### src/rtl/s27_pkg.sv
// rtl/s27_pkg.sv - shared widths, state bit indices and sequencer states for the s27 scan array
package s27_pkg;

    localparam int STATE_W = 3;
    localparam int G_W     = 4;

    localparam int Q0_IDX = 0;
    localparam int Q1_IDX = 1;
    localparam int Q2_IDX = 2;

    typedef enum logic [1:0] {
        IDLE,
        RUN,
        FIN
    } fsm_e;

endpackage

### src/rtl/s27_core.sv
// rtl/s27_core.sv - combinational s27 benchmark logic: next state and G17 from inputs and current state
module s27_core
    import s27_pkg::*;
(
    input  logic [G_W-1:0]     g,
    input  logic [STATE_W-1:0] q,
    output logic [STATE_W-1:0] d,
    output logic               g17
);

    logic g8, g9, g10, g11, g12, g13, g14, g15, g16;

    assign g14 = ~g[0];
    assign g12 = ~(q[Q2_IDX] | g[1]);
    assign g13 = ~(g[2] | g12);
    assign g8  = q[Q1_IDX] & g14;
    assign g15 = g12 | g8;
    assign g16 = g[3] | g8;
    assign g9  = ~(g16 & g15);
    assign g11 = ~(q[Q0_IDX] | g9);
    assign g10 = ~(g14 | g11);

    assign g17         = ~g11;
    assign d[Q0_IDX]   = g10;
    assign d[Q1_IDX]   = g11;
    assign d[Q2_IDX]   = g13;

endmodule

### src/rtl/s27_scan_array.sv
// rtl/s27_scan_array.sv - LANES s27 cores on one full-scan chain with a DEPTH-cycle burst sequencer; optional S27_STATE_OBS_EN adds STATE_OBS/HOLD
module s27_scan_array
    import s27_pkg::*;
#(
    parameter  int LANES = 4,
    parameter  int DEPTH = 8,
    localparam int CNT_W = $clog2(DEPTH + 1)
) (
`ifdef S27_STATE_OBS_EN
    input  logic                     HOLD,
    output logic [STATE_W*LANES-1:0] STATE_OBS,
`endif
    input  logic                     CK,
    input  logic                     RN,
    input  logic [G_W*LANES-1:0]     G_IN,
    input  logic                     SE,
    input  logic                     SI,
    output logic                     SO,
    input  logic                     START,
    output logic                     BUSY,
    output logic                     DONE,
    output logic [CNT_W-1:0]         CYCLE_CNT,
    output logic [LANES-1:0]         G17
);

    localparam int N = STATE_W * LANES;

    // Lane l occupies st[3l+:3] as {Q2,Q1,Q0}, so the chain is simply st[0] -> st[N-1].
    logic [N-1:0]     st;
    logic [N-1:0]     nxt_st;
    logic [CNT_W-1:0] cnt;
    logic [CNT_W-1:0] cnt_inc;
    logic             busy;
    logic             done;
    logic             hold;
    fsm_e             fsm;

    for (genvar l = 0; l < LANES; l++) begin : g_lane
        s27_core u_core (
            .g   (G_IN[G_W*l +: G_W]),
            .q   (st[STATE_W*l +: STATE_W]),
            .d   (nxt_st[STATE_W*l +: STATE_W]),
            .g17 (G17[l])
        );
    end

`ifdef S27_STATE_OBS_EN
    assign hold      = HOLD;
    assign STATE_OBS = st;
`else
    assign hold = 1'b0;
`endif

    assign cnt_inc = cnt + 1'b1;

    always_ff @(posedge CK or negedge RN) begin
        if (!RN) begin
            st   <= '0;
            fsm  <= IDLE;
            cnt  <= '0;
            busy <= 1'b0;
            done <= 1'b0;
        end else begin
            case (fsm)
                IDLE: begin
                    done <= 1'b0;
                    // Scan shift outranks START; a START seen together with SE is dropped.
                    if (SE) begin
                        st <= {st[N-2:0], SI};
                    end else if (START) begin
                        fsm  <= RUN;
                        busy <= 1'b1;
                        cnt  <= '0;
                    end
                end
                RUN: begin
                    if (!hold) begin
                        st  <= nxt_st;
                        cnt <= cnt_inc;
                        if (cnt_inc == CNT_W'(DEPTH)) begin
                            fsm  <= FIN;
                            busy <= 1'b0;
                            done <= 1'b1;
                        end
                    end
                end
                FIN: begin
                    done <= 1'b0;
                    fsm  <= IDLE;
                end
                default: begin
                    fsm  <= IDLE;
                    busy <= 1'b0;
                    done <= 1'b0;
                end
            endcase
        end
    end

    assign SO        = st[N-1];
    assign BUSY      = busy;
    assign DONE      = done;
    assign CYCLE_CNT = cnt;

endmodule
### config.mk
export PLATFORM = sky130hd
export DESIGN_NAME = s27_scan_array
export DESIGN_NICKNAME = d
export VERILOG_FILES = /design/src/rtl/s27_pkg.sv /design/src/rtl/s27_core.sv /design/src/rtl/s27_scan_array.sv
export SDC_FILE = /design/constraint.sdc
export NUM_CORES = 1
export LEC_CHECK = 0
export ABC_AREA = 1
export ABC_CLOCK_PERIOD_IN_PS = 2600
export BUFFER_PORTS_ARGS = -buffer_cell sky130_fd_sc_hd__buf_4
export CORE_MARGIN = 10
export CORE_UTILIZATION = 54
export CTS_CLUSTER_DIAMETER = 200
export DETAILED_ROUTE_END_ITERATION = 6
export GPL_TIMING_DRIVEN = 0
export PLACE_DENSITY = 0.93
export SLEW_MARGIN = 5
export SYNTH_ARGS = -nofsm -noshare
export SYNTH_HDL_FRONTEND = slang
export SYNTH_SLANG_ARGS = --single-unit
### constraint.sdc
create_clock -name CK -period 2.6 [get_ports CK]
set_clock_uncertainty 0.15 [all_clocks]
set_input_delay 0.26 -clock CK [delete_from_list [all_inputs] [get_ports CK]]
set_output_delay 0.26 -clock CK [all_outputs]
set_load 0.02 [all_outputs]
Yosys cells after proc, flatten, opt, wreduce, memory -nomap -nowiden
Index checks and enable logic that the tools add are counted.
Widths: inputs -> output; s select.
{"block": "totals", "ff_bits": 20, "inputBits": 21, "output_inout_bits": 11, "elab_cells": 91}
{"block": "op_classes", "add_sub_neg": 1, "eq_ne": 7, "mux": 15, "bitwise": 57, "n_reduce_logical": 6}
{"operator": "$not 1->1", "count": 25}
{"operator": "$or 1x1->1", "count": 24}
{"operator": "$pmux 12 s2", "count": 1}
{"operator": "$mux 12", "count": 1}
{"operator": "$and 1x1->1", "count": 8}
{"operator": "$mux 4", "count": 2}
{"operator": "$ne 2x2->1 const B", "count": 4}
{"operator": "$pmux 4 s2", "count": 1}
{"operator": "$mux 2", "count": 3}
{"operator": "$reduce_and 3->1", "count": 2}
{"operator": "$mux 1", "count": 5}
{"operator": "$add 4x1->4 const B", "count": 1}
{"operator": "$eq 4x4->1 const B", "count": 1}
{"operator": "$pmux 2 s2", "count": 1}
{"operator": "$reduce_and 4->1", "count": 1}
{"operator": "$pmux 1 s3", "count": 1}
{"operator": "$eq 2x1->1 const B", "count": 1}
{"operator": "$eq 2x2->1 const B", "count": 1}
{"operator": "$logic_not 2->1", "count": 1}
{"operator": "$reduce_and 2->1", "count": 1}
{"operator": "$reduce_bool 2->1", "count": 1}

Logic depth before layout (Yosys ltp)
Gate-level depths: netlist (run 1).
{"block": "logic_depth", "depth_word": 10, "depth_mapped": 7, "depth_no_buf": 7}

Modules after synthesis
Synthesis (run 1) repeated with hierarchy kept, for this count alone.
{"block": "unflattened", "cells_unflattened": 169, "area_unflattened_um2": 1231.2}
{"module": "s27_scan_array", "instances": 1, "cells_per_inst": 117, "area_per_inst_um2": 955.9, "seq_area_each_um2": 500.5}
{"module": "s27_core", "instances": 4, "cells_per_inst": 13, "area_per_inst_um2": 68.8, "seq_area_each_um2": 0.0}

Worst setup path before layout (run 1)
Ideal clock, no wire load.
{"block": "synth_timing", "path_type": "register to output", "start": "reg st[11]", "end": "out G17[3]", "arrival_ns": 0.918, "required_time_ns": 2.190, "setup_slack_ns": 1.272, "stages_incl_launch_ff": 6, "n_path_buf": 1, "path_cell_list": "dfrtp_1 nor2_1 nand2_1 nand2_1 nand2_1 buf_4"}
{"block": "synth_between", "elab_chain_len": 6}
{"item": "start: declaration", "line": "s27_scan_array.sv:29", "rtl": "logic [N-1:0] st;"}
{"item": "start signal: assignment", "line": "s27_scan_array.sv:69", "rtl": "st <= {st[N-2:0], SI};"}
{"item": "start signal: assignment", "line": "s27_scan_array.sv:78", "rtl": "st <= nxt_st;"}
{"item": "$or 1x1->1", "line": "s27_core.sv:14", "rtl": "assign g12 = ~(q[Q2_IDX] | g[1]);"}
{"item": "$not 1->1", "line": "s27_core.sv:14"}
{"item": "$or 1x1->1", "line": "s27_core.sv:17", "rtl": "assign g15 = g12 | g8;"}
{"item": "$and 1x1->1", "line": "s27_core.sv:19", "rtl": "assign g9 = ~(g16 & g15);"}
{"item": "$not 1->1", "line": "s27_core.sv:19"}
{"item": "$or 1x1->1", "line": "s27_core.sv:20", "rtl": "assign g11 = ~(q[Q0_IDX] | g9);"}
{"item": "end: declaration", "line": "s27_scan_array.sv:23", "rtl": "output logic [LANES-1:0] G17"}
No other way between the ends.

Worst setup path in the final report (run 1)
Same ends and word-level chain as after synthesis.

==> metrics.cfg, run 1 <==
[clocking]
root_buffer=clkbuf_4
cts_tree=built
ctsHoldBuffers=1
ctsLongestPathBuffers=2
ctsResizeCount=0
post-cts-setup-buffer-count=0
cts_buffers=3
clkTransAtPathRegs_ns=0.13
cts_sinks=20
htree_levels=1
clk-insertion-delay-late_ns=0.32

[timing]
rsz0062_at_grt=false
slew_viol_final=0
tns_ns=0
fmaxAchievable_ghz=0.557
min_period_ns=1.80
worst_pin_slew_ns=0.289
slew-limit-headroom_pct=80.8
hold_viol=0
finalSetupViolations=0
post-route-period-util_pct=69.1

[yosys]
postSynthCellCount=150
synth_top_area_share_pct=45.0
syn_area_um2=1110
synth_edf_count=0
synthTopCellsByArea=dfrtp_1, nand2_1, inv_1
synthFlopType=dfrtp_1
synth-seq-cells=20
synth_top_area_cell=dfrtp_1
yosysWarnings=0
synth_cell_type_count=20
yosysSeqAreaShare_pct=45.0
syn-num-nets=172
synthArstFlopShare_pct=100
postSynthAreaPerCell_um2=7.41

[setup_path]
crit_top_cell=nand2_1
cp_cell_sequence=nor2_1, nand2_1, nand2_1, nand2_1, buf_4, buf_4
crit_slowest_cell=dfrtp_1
required_ns=2.19
crit_family=flip-flops
crit_type=reg2out
crit_fanout=3
cp_slowest_stage_delay_ns=0.42
cp.arrival_ns=1.39
cp_num_buf_inv=2
end_kind=primary output
start_kind=register

[cells_and_area]
layout_commonest_cell=nand2_1
layout_common_cells=nand2_1, buf_4, inv_1, dfrtp_1
fin_cells=213
nFillCells=159
final_util_pct=73.4
syn2layout_area_growth_pct=29.6
num_antenna_cells=0
nets=209
drive_gt1_share_pct=24.7

[grt]
grt_max_degree=21
grt_pass1_wl_um=4710
grt_pass1_vias=1064
gr-total-overflow=0
antenna_found_initial=0
grtUsageTotal_pct=13.9

[placed_design]
io_buffers=31
gp_congestion=0.750
dp_hpwl_um=2130
dp.cells=208

[floorplanning]
fp.dieH_um=65.4
start_util_pct=56.6
io-pin-count=32
die_area_um2=4270
core.rowCount=16
fp.coreArea_um2=1960
fp.dieW_um=65.4

[route]
vias_per_cell=5.12
num_vias=1090
wl_per_cell_um=13.3
drc=0
routed_wl_um=2840
ant_nets=0
drt_first_iter_violations=45
first_pass_iters=4

[power_and_ir_drop]
pwr-share-seq_pct=32.3
switchingPower_uw=762
p_leak_nw=0.799
clkPwrFrac_pct=15.4
power_density_nw_per_um2=1210
peakVddDrop_mv=0.860
p_int_uw=977
pwr-share-comb_pct=52.3
sw_frac_of_total_pct=43.8
total_power_mw=1.74

[worst_hold_path]
hold_class=in2reg

[job]
maxCapViolCount=0

[status]
outcome=completed

per-layer routing:
layer  global-route usage (%)  wire length, µm  vias up
met1                     13.3             1100      495
met3                     5.08              244        8
li1                         -                -      539
met4                     7.22               70        0
met5                        0                0        -
met2                     25.2             1430       48
area by class of cell:
cell class / instances / area [µm²] / area share [%]
buffer: 7 / 60.1 / 4.17
clock buffer: 3 / 22.5 / 1.56
clock inverter: 1 / 30.0 / 2.09
inverter: 24 / 92.6 / 6.43
multi-input combinational: 99 / 458 / 31.8
sequential: 20 / 500 / 34.8
tap: 27 / 33.8 / 2.35
timing repair buffer: 32 / 243 / 16.9
synth_stat cells, types with 2 or more instances:
cell type,instances
a21oi_1,8
nor3_1,2
dfrtp_1,20
a22oi_1,2
o21ai_0,11
buf_6,2
buf_4,5
nand2_1,46
o211ai_1,2
inv_1,23
nand3_1,9
nor2_1,11
or2_1,2
through the flow:
stage	cell area (µm²)	hold slack (ns)	setup WS, ns
2_1_floorplan	1110	-0.186	1.27
3_3_place_gp	1380	0.000630	1.21
3_5_place_dp	1380	0.00570	1.17
4_1_cts	1440	0.0307	0.798
5_1_grt	1440	0.0287	0.707
6_report	1440	0.0379	0.804
tightest hold or removal path, stage by stage:
cell     delay (ns)
buf_4          0.08
a21oi_1        0.03
nand2_1        0.05
a22oi_1        0.06
power by group through the flow:
stage / combinational (mW) / sequential (mW) / clock (mW)
final: 0.910 / 0.562 / 0.267
after global routing: 1.02 / 0.582 / 0.280
after CTS: 0.915 / 0.559 / 0.266
after detailed placement: 0.904 / 0.565 / 0
after global placement: 0.866 / 0.556 / 0
after floorplan: 0.571 / 0.606 / 0
flip-flops by register name, summed over array words and instances, names as in the netlist:
| register | flops |
|---|---|
| st | 12 |
| CYCLE_CNT | 4 |
| fsm | 2 |
| BUSY | 1 |
| DONE | 1 |
cell families after synthesis:
kind of cell | share of synthesized area, %
AOI/OAI and AO/OA | 13.6
adders and majority gates | 1.13
and+or+nand+nor | 26.5
buffers and inverters | 13.7
DFF | 45.0
path summary, 6_finish.rpt:
kind                       cells past startpoint                  to                from  slack (ns)
max                                            6              G17[3]  st[11]$_DFFE_PN0P_        0.80
min                                            4   st[5]$_DFFE_PN0P_             G_IN[6]        0.04
min in group asynchronous                      2  st[11]$_DFFE_PN0P_                  RN        0.18
min reg2reg                                    2   st[8]$_DFFE_PN0P_   st[8]$_DFFE_PN0P_        0.38
max reg2reg                                    5  st[10]$_DFFE_PN0P_  fsm[0]$_DFFE_PN0P_        1.23
max in group asynchronous                      2   st[2]$_DFFE_PN0P_                  RN        1.91
Power figures use the tool's default switching activity.
==> run 2: changes to the inputs <==
Settings changed: ABC_AREA 1 to 0, ABC_CLOCK_PERIOD_IN_PS 2600 to 1500, CORE_UTILIZATION 54 to 46, PLACE_DENSITY 0.93 to 0.84.
Clock period 2.6 ns to 1.5 ns, I/O delays scaled along.
==> run 2 against run 1 <==
  * The run now ends with setup timing left
  * Area after synthesis up 3.7%
  * Hold slack worse by 0.021 ns
  * Cell count down 2.3%
  * Power up 95%
  * Core utilization up 0.46 points
  * Sequential share of layout area down 6.7 points
  * Cell area up 25%
  * Wire length up 38%
  * Non-clock buffer count up 27
  * Combinational power up 120%
  * Largest cell class is now multi-input combinational cells
==> metrics.cfg, run 2 <==
[cells_and_area]
num_antenna_cells=0
layout_commonest_cell=buf_4
regArea_um2=504
final_util_pct=73.9
layout_common_cells=buf_4, dfrtp_1, inv_1, buf_6, nand2_1
syn2layout_area_growth_pct=55.9
largest_register_ffs=12
final_cell_area_um2=1800
drive_gt1_share_pct=48.9
top_register=st
nets=201
multi_input_area_um2=629
nFillCells=169

[setup_path]
cp_num_buf_inv=2
end_kind=primary output
critical_path.startpoint=st[2]$_DFFE_PN0P_
cp_slowest_stage_delay_ns=0.44
cp.arrival_ns=1.39
r2r_start=st[9]$_DFFE_PN0P_
crit_type=reg2out
crit_fanout=2
required_ns=1.20
crit_slowest_cell=dfrtp_1
start_kind=register
cp_cell_sequence=nor4b_4, a31oi_2, buf_4, buf_6
crit_family=flip-flops

[grt]
grt_pass1_vias=1248
grt_pass1_wl_um=5800
grt_max_degree=21
antenna_found_initial=0
grtUsageTotal_pct=14.0
gr-total-overflow=0

[route]
num_vias=1220
drc=0
ant_nets=0
routed_wl_um=3940
vias_per_cell=5.87
wl_per_cell_um=18.9
first_pass_iters=4
drt_first_iter_violations=75

[floorplanning]
io-pin-count=32
fp.dieH_um=70.1
core.rowCount=18
fp.coreArea_um2=2430
die_area_um2=4910
fp.dieW_um=70.1
start_util_pct=47.4

[clocking]
cts_buffers=3
cts_sinks=20
htree_levels=1
cts_tree=built
root_buffer=clkbuf_4
clk-insertion-delay-late_ns=0.31
clkTransAtPathRegs_ns=0.12
ctsLongestPathBuffers=2

[power_and_ir_drop]
pwr-share-seq_pct=31.5
switchingPower_mw=1.40
sw_frac_of_total_pct=41.2
p_int_mw=2.00
power_density_nw_per_um2=1890
clkPwrFrac_pct=9.5
pwr-share-comb_pct=59.0
p_leak_nw=0.819
peakVddDrop_mv=1.38

[timing]
post-route-period-util_pct=112
hold_viol=0
slew-limit-headroom_pct=75.5
worst_pin_slew_ns=0.364
slew_viol_final=0
finalSetupViolations=6
fmaxAchievable_ghz=0.593
hold_ws_ns=0.0166
rsz0062_at_grt=true
fin_ws_ns=-0.185
min_period_ns=1.69

[yosys]
synthFlopType=dfrtp_1
postSynthCellCount=118
synth_cell_type_count=32
synth-seq-cells=20
ys_top_cells_by_count=dfrtp_1, inv_1, nand2_1
synth_top_area_share_pct=43.4
synth.most_common_cell=dfrtp_1
yosysSeqAreaShare_pct=43.4
syn-num-nets=140
syn_area_um2=1150
synthTopCellsByArea=dfrtp_1, o32ai_1, buf_4
synth_top_area_cell=dfrtp_1
synth_edf_count=0
yosysWarnings=0
postSynthAreaPerCell_um2=9.77
synthArstFlopShare_pct=100

[placed_design]
dp_hpwl_um=2200
place_area_um2=1420
gp_congestion=0.832
io_buffers=31

[job]
maxCapViolCount=0

[worst_hold_path]
min-delay-start=SI
hold_class=in2reg

[status]
violations=setup timing
outcome=finished with violations

[run 2: cell count changes after synthesis, moves of 5 or more]
cell	delta
nand2_1	-37
inv_1	-13
o21ai_0	-9
nand3_1	-7
o32ai_1	+7
nand2b_1	+6
nor2_1	-6
a31oi_1	+5
[run 2: stage by stage]
stage	instances	TNS [ns]	setup WS [ns]	power (mW)
2_1_floorplan	118	0	0.00143	2.00
3_3_place_gp	179	0	0.0461	2.41
3_5_place_dp	179	0	0.0144	2.48
4_1_cts	202	-0.583	-0.190	3.06
5_1_grt	208	-0.786	-0.223	3.61
6_report	208	-0.512	-0.185	3.39
[run 2: per-layer routing]
metal | wire [µm] | global-route usage (%)
met5 | 0 | 0
met4 | 89 | 5.70
met1 | 1530 | 15.7
met2 | 2090 | 24.8
met3 | 225 | 3.11
[run 2: kinds of logic (layout without fill, tap and decap cells)]
family / Yosys count / count (layout) / share of synthesized area [%]
AO/OA/AOI/OAI: 38 / 38 / 23.3
multiplexers: 3 / 3 / 2.93
flip-flops: 20 / 20 / 43.4
adder cells (fa/ha/maj): 1 / 1 / 1.09
AND/OR/NAND/NOR: 36 / 36 / 18.9
buffers and inverters: 20 / 80 / 10.3
[run 2: power by group through the flow]
stage               Clock [mW]  Combinational, mW  Sequential [mW]
CTS                      0.330               1.72             1.01
detailed placement           0               1.44             1.04
global placement             0               1.39             1.02
global route             0.350               2.16             1.11
finish                   0.322               2.00             1.07
floorplan                    0              0.922             1.08
[run 2: area by class of cell]
cell class | count | share of cell area [%]
multi-input cells | 78 | 35.0
flip-flops and latches | 20 | 28.1
repair buffers | 59 | 26.7
plain buffers | 7 | 4.04
inverters | 10 | 2.09
well taps | 30 | 2.09
clock buffers | 4 | 2.02
[run 2: what timing repair did]
action                                  in CTS  in global routing
gates resized for setup                      7                 23
endpoints found under the hold margin       26                  0
gates cloned                                 0                  0
hold buffers                                 7                  0
endpoints found under the setup margin       4                 13
pin swaps                                    4                  6
setup buffers                               14                 10
[run 2: worst reg2reg max path, cell delays in order (launching register included)]
cell     delay, ns
dfrtp_2       0.48
buf_6         0.14
or3b_1        0.38
o32ai_2       0.21
a31oi_1       0.06
[run 2: final timing paths]
check,end,slack (ns),cells after the start
worst max-delay path,G17[0],-0.19,4
max in group asynchronous,CYCLE_CNT[1]$_DFFE_PN0P_,0.87,2
min in group asynchronous,st[6]$_DFFE_PN0P_,0.09,2
worst max register to register,st[9]$_DFFE_PN0P_,-0.03,4
worst min register to register,DONE$_DFFE_PN0N_,0.37,1
worst min-delay path,st[0]$_DFFE_PN0P_,0.02,3
==> run 3: changes to the inputs <==
Settings changed: ABC_CLOCK_PERIOD_IN_PS 1500 to 2000, BUFFER_PORTS_ARGS -buffer_cell sky130_fd_sc_hd__buf_4 to default, CORE_UTILIZATION 46 to 62, DONT_BUFFER_PORTS from default to 1, PLACE_DENSITY 0.84 to 0.88, SLEW_MARGIN 5 to 0.
Clock period 1.5 ns to 2 ns, I/O delays scaled along.
==> run 3 against run 2 <==
  * The run ends with hold timing left
  * Via count is 15% lower
  * Clock power grew 6%
  * Power is 37% lower
  * Sequential power fell by 18%
  * Register-to-register slack gained 0.07 ns
  * Worst setup slack better by 0.23 ns
  * Wire length is 22% lower
  * Critical path type is now reg2reg
==> metrics.cfg, run 3 (synthesized netlist as in run 2, its figures left out) <==
[floorplanning]
fp.dieH_um=63.1
die_area_um2=3980
io-pin-count=32
core.rowCount=15
fp.coreArea_um2=1750
fp.dieW_um=63.1
start_util_pct=66.0

[cells_and_area]
largest_register_ffs=12
drive_gt1_share_pct=20.0
multi_input_area_um2=543
fin_cells=160
layout_common_cells=dfrtp_1, dlygate4sd3_1, inv_1, nand2_1, a21oi_1
final_cell_area_um2=1390
layout_commonest_cell=dfrtp_1
syn2layout_area_growth_pct=20.4
regArea_um2=503
top_register=st
nets=158
num_antenna_cells=0
nFillCells=104
final_util_pct=79.5

[worst_hold_path]
whs_path_depth=2
min-delay-start=G_IN[2]
hold_end=st[2]$_DFFE_PN0P_
hold_class=in2reg

[clocking]
ctsLongestPathBuffers=2
clk-insertion-delay-late_ns=0.31
cts_tree=built
htree_levels=1
clkTransAtPathRegs_ns=0.12
cts_buffers=3
root_buffer=clkbuf_4
cts_sinks=20

[setup_path]
critical_path.startpoint=st[11]$_DFFE_PN0P_
start_kind=register
cp_cell_sequence=or3b_4, o32ai_2, a31oi_1, dlygate4sd3_1
crit_fanout=3
crit_family=buffers and inverters
required_ns=2.06
cp_slowest_stage_delay_ns=0.56
cp_num_buf_inv=1
r2r_start=st[11]$_DFFE_PN0P_
r2r-end=st[9]$_DFFE_PN0P_
cp.arrival_ns=2.02
crit_type=reg2reg
end_kind=register
reg2reg_slack_ns=0.04
reg2regPathDepth=4
crit_slowest_cell=dlygate4sd3_1

[timing]
rsz0062_at_grt=true
slew-limit-headroom_pct=39.2
fmaxAchievable_ghz=0.511
post-route-period-util_pct=97.9
slew_viol_final=0
min_period_ns=1.96
worst_pin_slew_ns=0.909
fin_ws_ns=0.0429
tns_ns=0
finalSetupViolations=0
hold_viol=1
hold_ws_ns=-0.0386

[route]
routed_wl_um=3080
drc=0
vias_per_cell=6.44
num_vias=1031
wl_per_cell_um=19.2
ant_nets=0
first_pass_iters=4
drt_first_iter_violations=34

[power_and_ir_drop]
p_leak_nw=0.586
peakVddDrop_mv=1.01
power_density_nw_per_um2=1550
total_power_mw=2.15

[grt]
antenna_found_initial=0
grt_max_degree=21
grt_pass1_wl_um=5020
grt_pass1_vias=1057
gr-total-overflow=0
grtUsageTotal_pct=15.4

[placed_design]
place_area_um2=1180
dp.cells=143
gp_congestion=0.751
io_buffers=0
dp_hpwl_um=2040
pre_cts_ws_ns=0.429

[status]
violations=hold timing
outcome=finished with violations

[job]
maxCapViolCount=0

run 3: worst register-to-register path, cell delays in order, from the launching register on:
cell,delay (ns)
dfrtp_2,0.48
or3b_4,0.40
o32ai_2,0.21
a31oi_1,0.07
dlygate4sd3_1,0.56
run 3: worst max-delay path by stage:
stage	end	slack (ns)	cells past startpoint
final	st[9]$_DFFE_PN0P_	0.04	4
after CTS	st[9]$_DFFE_PN0P_	0.01	4
after floorplan	CYCLE_CNT[2]$_DFFE_PN0P_	0.50	3
after global placement	CYCLE_CNT[2]$_DFFE_PN0P_	0.44	3
after detailed placement	CYCLE_CNT[2]$_DFFE_PN0P_	0.43	3
after global routing	st[9]$_DFFE_PN0P_	-0.02	4
run 3: cell type report:
cell class | count | share of cell area, %
clock inverters | 1 | 2.16
clock buffers | 3 | 1.62
repair buffers | 13 | 9.38
inverters | 10 | 2.71
plain buffers | 10 | 6.49
well taps | 25 | 2.25
multi-input cells | 78 | 39.1
flip-flops and latches | 20 | 36.2
run 3: repair_timing:
action,4_1_cts,5_1_grt
setup buffers,0,0
hold buffers,14,2
setup endpoints to repair,0,5
hold endpoints to repair,29,2
resized for setup,0,9
run 3: report_power, final:
group | leakage [nW] | total, mW | switching, mW | internal [mW]
Combinational | 0.317 | 0.932 | 0.456 | 0.476
Clock | 0.0279 | 0.340 | 0.138 | 0.203
Sequential | 0.241 | 0.876 | 0.288 | 0.588
Total | 0.586 | 2.15 | 0.881 | 1.27
run 3: layer usage:
| metal | share of wire, % | vias up | GRT usage, % | wire (µm) |
|---|---|---|---|---|
| li1 | - | 461 | - | - |
| met1 | 37 | 507 | 17.0 | 1150 |
| met2 | 50 | 51 | 26.0 | 1540 |
| met3 | 10 | 12 | 5.65 | 314 |
| met4 | 2.6 | 0 | 6.15 | 80 |
| met5 | 0 | - | 0 | 0 |
